File: config.mk
export PLATFORM = sky130hd
export DESIGN_NAME = seq_framer
export DESIGN_NICKNAME = d
export VERILOG_FILES = /design/src/rtl/seq_framer_pkg.sv /design/src/rtl/seq_framer_seq_table.sv /design/src/rtl/seq_framer.sv
export SDC_FILE = /design/constraint.sdc
export NUM_CORES = 2
export LEC_CHECK = 0
export ABC_AREA = 1
export CELL_PAD_IN_SITES_DETAIL_PLACEMENT = 0
export CELL_PAD_IN_SITES_GLOBAL_PLACEMENT = 1
export CORE_AREA = 8 8 358 535
export CTS_CLUSTER_SIZE = 28
export DETAILED_ROUTE_END_ITERATION = 6
export DIE_AREA = 0 0 366 543
export GPL_TIMING_DRIVEN = 0
export PLACE_DENSITY = 0.71
export SLEW_MARGIN = 0
export SYNTH_ARGS = -nofsm -noshare
export SYNTH_HDL_FRONTEND = slang
export SYNTH_HIERARCHICAL = 1
export SYNTH_SLANG_ARGS = --single-unit
export TNS_END_PERCENT = 5
File: constraint.sdc
create_clock -name clk -period 18.4 [get_ports clk]
set_clock_uncertainty 0.15 [all_clocks]
set_input_delay 1.84 -clock clk [delete_from_list [all_inputs] [get_ports clk]]
set_output_delay 1.84 -clock clk [all_outputs]
set_load 0.1 [all_outputs]
File: src/rtl/seq_framer_pkg.sv
// rtl/seq_framer_pkg.sv - shared types, constants and helpers for the sequence framer
package seq_framer_pkg;

    typedef enum logic [1:0] {
        IDLE = 2'd0,
        HDR  = 2'd1,
        SEQ  = 2'd2,
        DATA = 2'd3
    } state_e;

    localparam int NUM_STREAMS  = 32;
    localparam int HDR_BYTES    = 8;
    localparam int MAX_BYTES    = 37;
    localparam int WORD_BYTES   = 4;
    localparam int STREAM_IDX_W = 5;

    typedef struct packed {
        logic [15:0] len;
        logic [15:0] stream;
    } hdr_word_t;

    function automatic logic [3:0] words_for_len(input logic [5:0] len);
        logic [6:0] t;
        t = {1'b0, len} + 7'd3;
        return t[5:2];
    endfunction

endpackage

File: src/rtl/seq_framer_seq_table.sv
// rtl/seq_framer_seq_table.sv - per-stream sequence register file, read comb, write adds increment
module seq_table
    import seq_framer_pkg::*;
(
    input  logic                    clk,
    input  logic                    reset_b,
    input  logic [STREAM_IDX_W-1:0] idx_i,
    input  logic                    wr_en_i,
    input  logic [1:0]              inc_i,
    output logic [31:0]             rd_data_o
);

    logic [31:0] mem_q [NUM_STREAMS];

    assign rd_data_o = mem_q[idx_i];

    always_ff @(posedge clk) begin
        if (reset_b) begin
            for (int i = 0; i < NUM_STREAMS; i++) begin
                mem_q[i] <= '0;
            end
        end else if (wr_en_i) begin
            mem_q[idx_i] <= mem_q[idx_i] + {30'd0, inc_i};
        end
    end

endmodule

File: src/rtl/seq_framer.sv
// rtl/seq_framer.sv - frames a payload as length/stream, sequence and data words
// Optional feature macro: SEQ_SKIP_INJECT_EN adds skipSeq to force a sequence gap.
module seq_framer
    import seq_framer_pkg::*;
(
    input  logic          clk,
    input  logic          reset_b,
    input  logic [0:295]  pktIn,
    input  logic [5:0]    pktIn_len,
    input  logic [15:0]   pktIn_stream,
    input  logic          pktIn_val,
`ifdef SEQ_SKIP_INJECT_EN
    input  logic          skipSeq,
`endif
    output logic          pktIn_ready,
    output logic [31:0]   dataOut,
    output logic          dataOut_val,
    input  logic          dataOut_ready,
    output logic          dataOut_last,
    output logic          lenErr
);

    state_e       state_q, state_d;
    logic [3:0]   k_q, k_d;
    logic         len_err_q, len_err_d;
    // Padded so every word-select of the last partial word stays in range.
    logic [0:319] payload_q;
    logic [5:0]   len_q;
    logic [15:0]  stream_q;
    logic [31:0]  seq_q;

    logic         take, len_ok, accept, last_word;
    logic [1:0]   inc;
    logic [31:0]  tbl_rd;
    logic [5:0]   byte_idx;
    hdr_word_t    hdr;

    assign pktIn_ready = (state_q == IDLE) && !reset_b;
    assign take        = pktIn_ready && pktIn_val;
    assign len_ok      = (pktIn_len != 6'd0) && (pktIn_len <= 6'(MAX_BYTES));
    assign accept      = take && len_ok;
    assign lenErr      = len_err_q;
    assign last_word   = (k_q == words_for_len(len_q) - 4'd1);

`ifdef SEQ_SKIP_INJECT_EN
    assign inc = skipSeq ? 2'd2 : 2'd1;
`else
    assign inc = 2'd1;
`endif

    seq_table u_seq_table (
        .clk       (clk),
        .reset_b   (reset_b),
        .idx_i     (pktIn_stream[STREAM_IDX_W-1:0]),
        .wr_en_i   (accept),
        .inc_i     (inc),
        .rd_data_o (tbl_rd)
    );

    always_ff @(posedge clk) begin
        if (reset_b) begin
            state_q   <= IDLE;
            k_q       <= '0;
            len_err_q <= 1'b0;
        end else begin
            state_q   <= state_d;
            k_q       <= k_d;
            len_err_q <= len_err_d;
            if (accept) begin
                payload_q <= {pktIn, 24'd0};
                len_q     <= pktIn_len;
                stream_q  <= pktIn_stream;
                seq_q     <= tbl_rd + {30'd0, inc};
            end
        end
    end

    always_comb begin
        state_d      = state_q;
        k_d          = k_q;
        len_err_d    = take && !len_ok;
        dataOut      = '0;
        dataOut_val  = 1'b0;
        dataOut_last = 1'b0;
        byte_idx     = '0;
        hdr.len      = 16'(len_q) + 16'(HDR_BYTES);
        hdr.stream   = stream_q;
        case (state_q)
            IDLE: begin
                if (accept) begin
                    state_d = HDR;
                end
            end
            HDR: begin
                dataOut     = hdr;
                dataOut_val = 1'b1;
                if (dataOut_ready) begin
                    state_d = SEQ;
                end
            end
            SEQ: begin
                dataOut     = seq_q;
                dataOut_val = 1'b1;
                if (dataOut_ready) begin
                    state_d = DATA;
                    k_d     = '0;
                end
            end
            DATA: begin
                dataOut_val  = 1'b1;
                dataOut_last = last_word;
                for (int b = 0; b < WORD_BYTES; b++) begin
                    byte_idx = {k_q, 2'b00} + 6'(b);
                    if (byte_idx < len_q) begin
                        dataOut[31-8*b -: 8] = payload_q[8*byte_idx +: 8];
                    end
                end
                if (dataOut_ready) begin
                    if (last_word) begin
                        state_d = IDLE;
                    end else begin
                        k_d = k_q + 4'd1;
                    end
                end
            end
            default: state_d = IDLE;
        endcase
    end

endmodule

Yosys cells after proc, flatten, opt, wreduce, memory -nomap -nowiden
Memories as Yosys holds them, arrays and structs flattened.
Cells that the tools add are included.
Storage, ports and cells
  register bits: 357
  RAM bits: 1024
  input bits: 322
  output and inout port bits: 36
  logic and storage cells: 80
  memories kept: 1
Memory list
  u_seq_table.mem_q: words 32, width 32, read ports 1, clocked after Yosys merged registers in 0, write ports 32, line seq_framer_seq_table.sv:13  | logic [31:0] mem_q [NUM_STREAMS];
Operators by class
  add/subtract/negate cells: 8
  magnitude comparators: 5
  equality and inequality tests: 10
  shift operators: 4
  muxes and demuxes: 25
  bitwise operators: 5
  reductions and logical operators: 15
Operators by type and width (number)
  320-bit by 33-bit variable part select with 321-bit output: 4
  9-bit inverter with 33-bit output: 4
  32-bit one-hot mux with 3 select lines: 1
  32-bit by 1-bit adder with 32-bit output, second input constant: 1
  32-bit 2-to-1 mux: 1
  8-bit 2-to-1 mux: 4
  32-bit OR reduction: 1
  6-bit less-than comparator: 4
  6-bit by 2-bit adder with 6-bit output, second input constant: 3
  4-bit 2-to-1 mux: 3
  2-bit inequality test, second input constant: 6
  2-bit 2-to-1 mux: 5
  1-bit 2-to-1 mux: 8
  2-bit one-hot mux with 4 select lines: 1
  4-bit one-hot mux with 2 select lines: 1
  6-bit by 4-bit adder with 7-bit output, second input constant: 1
  6-bit by 1-bit adder with 6-bit output, second input constant: 1
  6-bit <= comparator, second input constant: 1
  6-bit nonzero test: 1
  1-bit logical AND: 5
  5-bit 2-to-1 mux: 1
  5-bit AND reduction: 1
  4-bit by 1-bit adder with 4-bit output, second input constant: 1
  2-bit == test, second input constant: 2
  10 further kinds: 11

Depth between registers and ports, before layout
  word-level depth: 9
  mapped depth: 25
  mapped depth without buffers: 19

Cells and area by module
Netlist, hierarchy kept.
Modules (own cells, without submodules)
  seq_table: times used 1, cells an instance 5257, area an instance 48657.9 um^2, seq. area each 30749.5 um^2
  seq_framer: times used 1, cells an instance 1267, area an instance 15240.9 um^2, seq. area each 10650.2 um^2

Worst setup path after synthesis
No wires, ideal clock.
  path kind: input to register
  start point: input reset_b
  end point: register len_q[0] (enable)
  library setup time: 1072 ps
  arrival time: 17928 ps
  data required time: 17178 ps
  path slack: -750 ps
  stages on the path: 3
  buffers on the path: 0
  path through: nor2_1 -> nand2_1 -> nor2_1
On the way
  cells in the longest elaborated chain, start to end: 5
  elaborated cells between the ends (all ways): 6
  those cells by class: 1 x bitwise; 5 x reduce/logical
RTL lines
  from (decl): line seq_framer.sv:7  | input logic reset_b,
  1-bit logical NOT: line seq_framer.sv:38  | assign pktIn_ready = (state_q == IDLE) && !reset_b;
  1-bit logical AND: line seq_framer.sv:38
  1-bit logical AND: line seq_framer.sv:39  | assign take = pktIn_ready && pktIn_val;
  1-bit logical AND: line seq_framer.sv:41  | assign accept = take && len_ok;
  2-bit AND reduction (no line) *
  to (signal assigned): line seq_framer.sv:71  | len_q <= pktIn_len;
  to (decl): line seq_framer.sv:28  | logic [5:0] len_q;
Mark *: on every way between the ends. The rest lies on a longest branch, timed or not.
A chain may end at the register's enable or synchronous reset.

==> summary.txt <==
Mean Syn Cell Area = 9.79 sq um
post-CTS resize count = 0
worst slew pin tran = 1510 ps
final worst slack = 8450 ps
FFs w/ async S/R, synth = 0%
max incr delay on CP = 980 ps
Routed WL per cell = 31.8 um
core footprint = 184000 sq um
failing checks = DRC, capacitance limit, slew limit
Global Route met2 Usage = 48.3%
EDFF count, synth = 1374
layout cell share with drive strength beyond 1 = 9.75%
maximum clock rate = 0.100 GHz
Crit. End Element = register
met3 Usage GRT = 7.52%
status = complete, but fails checks
Worst Hold Path Cells = 2
vias after detailed routing = 54000
TritonCTS clock tree = done
top cell family by delay on the critical path = buffers and inverters
Leakage = 28.9 nW
VDD IR-drop max = 104 uV
WP depth = 22
critical path required time = 18740 ps
#FFs+latches synth = 1381
Final GP Congestion = 0.974
worst reg-to-reg path cell count = 12
Site Rows = 193
CP Data Arrival Time = 10290 ps
Slew Limit Fails = 22
most frequent CP cell = nand2_1
pre-CTS setup slack = 8280 ps
critical path fanouts, max = 11
Yosys warnings = 6
Starting Density = 34.8%
Die Area = 199000 sq um
via/cell ratio = 5.61
clock slew at reported path FFs = 70 ps
Final Hold Violating Endpoints = 0
Root Driver = clkbuf_16
hold_sp = state_q[0]
vias in the first global route = 50500
Fillers = 17900
Final Cycle Share = 54.1%
RSZ-0062 raised after global routing = no
total track usage = 29.4%
die width = 366 um
post-layout util = 41.3%
total CTS buffers = 138
Setup crit start = pktIn_stream[0]
detailed placer's ending HPWL = 208000 um
H-tree depth = 4
Power per Cell Area = 100 nW/um^2
crit path kind = input pin to register
max cap viols = 3
worst min-delay path class = register to register
Buf/Inv on CP = 9
first-pass GRT wire length = 409000 um
Worst-Skew Late Latency = 800 ps
GRT Residual Overflow = 0
Top FF cell, synth = edfxtp_1
initial detailed-routing violation count = 7207
Antenna Nets Post-Route = 0
final WL = 306000 um
RR Startpoint = u_seq_table/mem_q[28][0]
Final Critical Period = 9950 ps
initial antenna violation count = 28
area grow syn2layout = 18.6%
clock sink total = 1381
I/O Buffers = 357
crit-path cells = clkdlybuf4s50_1 > buf_6 > inv_4 > nor2_2 > buf_2 > buf_2 > buf_1 > clkbuf_1 > a22oi_1 > nand3_1 > nand2_1 > nand2_1 > a221oi_1 > nand2_1 > ha_1 > inv_1 > fa_1 > nor2_2 > nand2_1 > xor2_1 > clkbuf_1 > nor2_1
Seq/Total Area, Yosys = 64.8%
CP startpoint kind = input pin
Post-CTS Hold Fix Bufs = 0
Residual DRC = 8
worst-case clock buffer depth = 3
Die Y = 543 um
largest net degree at the start of global routing = 37
# IOs = 358
Final TNS setup = 0 ps
post-CTS repair timing setup buffer count = 0
fin nets = 7392
met1 Use GR = 32.8%
global-route layer with the greatest usage = met2
TritonRoute pass-1 iters = 7
Post-Syn Instances = 6524
slowest cell on the critical path = xor2_1
Cell Area, Synth = 63900 sq um
post-synthesis cell type count = 57
Relative slew margins = -0.530%
setup violators final = 0
## synth_stat cells (6+ instances only)
cell	number	area, sq um
nor3_4	10	163
nor3_1	8	40.0
dfxtp_1	7	140
xnor2_1	17	149
clkbuf_1	173	649
nor2_2	16	100
nand2_2	28	175
inv_1	82	308
o2111ai_1	29	254
nand4_1	10	62.6
nand3_2	7	70.1
a21oi_2	64	561
o21a_1	6	45.0
nor2_1	821	3080
buf_2	221	1110
a21oi_1	420	2100
edfxtp_1	1374	41300
a22oi_1	24	180
ha_1	15	188
buf_6	13	146
buf_1	22	82.6
nand3_1	232	1160
o22ai_1	15	93.8
nand2_1	2597	9750
inv_2	15	56.3
buf_4	60	450
a31oi_1	23	144
o21ai_0	136	681
xor2_1	28	245
## layer usage
layer	vias up	wire length, um
li1	22900	-
met1	26100	101000
met2	3850	142000
met3	1115	34500
met4	16	28200
met5	-	73
## sequential cells by signal, summed over array words and instances, names as in the netlist
register           count
u_seq_table/mem_q   1024
payload_q            296
seq_q                 32
stream_q              16
len_q                  6
k_q                    4
state_q                2
lenErr                 1
## worst register-to-register path: cells and delay by family (launching register included)
kind                     cells  cell delay, ps
AO/OA/AOI/OAI                2             500
XOR/XNOR                     1             960
adder cells (fa/ha/maj)      2            1410
buffers and inverters        2             600
flip-flops                   1             370
AND/OR/NAND/NOR              5            1480
## per-stage QoR
stage          hold slack (ps)  cells  instance area (sq um)  power (mW)
2_1_floorplan              353   6525                  63900        4.36
3_3_place_gp               376   9319                  70500        4.88
3_5_place_dp               394   9351                  71600        4.87
4_1_cts                    399   9597                  75800        7.57
5_1_grt                    430   9608                  75800        7.75
6_report                   399   9619                  75800        7.58
## path summary, 6_finish.rpt
kind / endpoint / slack (ps)
max reg2reg: u_seq_table/mem_q[24][8] / 12640
min: state_q[0] / 400
max: u_seq_table/mem_q[24][8] / 8450
min reg2reg: state_q[0] / 400
## layout by cell type (no fill, tap or decap), types with 82 or more instances in the layout
cell                n
nor2_1            820
edfxtp_1         1374
buf_2             221
clkdlybuf4s50_1   357
o21ai_0           136
nand2_1          2565
clkbuf_16         143
a21oi_1           420
inv_1              82
clkbuf_1          211
nand3_1           232
## final cells by class
class,instances,area [sq um],share of cell area (%)
multi-input combinational,4552,19900,26.3
clock buffer,184,3740,4.94
timing repair buffer,389,4360,5.75
inverter,101,387,0.510
buffer,491,2450,3.23
antenna,22,55.1,0.0726
tap,2437,3050,4.02
sequential,1381,41400,54.6
clock inverter,62,457,0.602
## kinds of logic (layout without fill, tap and decap cells)
| family | after synthesis | in the layout | synth area share (%) |
|---|---|---|---|
| XOR/XNOR | 46 | 46 | 0.642 |
| AO/OA/AOI/OAI | 739 | 739 | 6.63 |
| other | 2 | 25 | 0.0118 |
| buffers and inverters | 592 | 1227 | 4.43 |
| adder cells (fa/ha/maj) | 16 | 16 | 0.325 |
| flip-flops | 1381 | 1381 | 64.8 |
| AND/OR/NAND/NOR | 3748 | 3748 | 23.2 |
## power by group
part,switching (mW),leakage (nW),internal (mW)
Clock,1.26,2.02,1.49
Sequential,0.0460,13.8,3.61
Combinational,0.900,13.1,0.282
No activity file was read; power rests on OpenSTA's default activity.
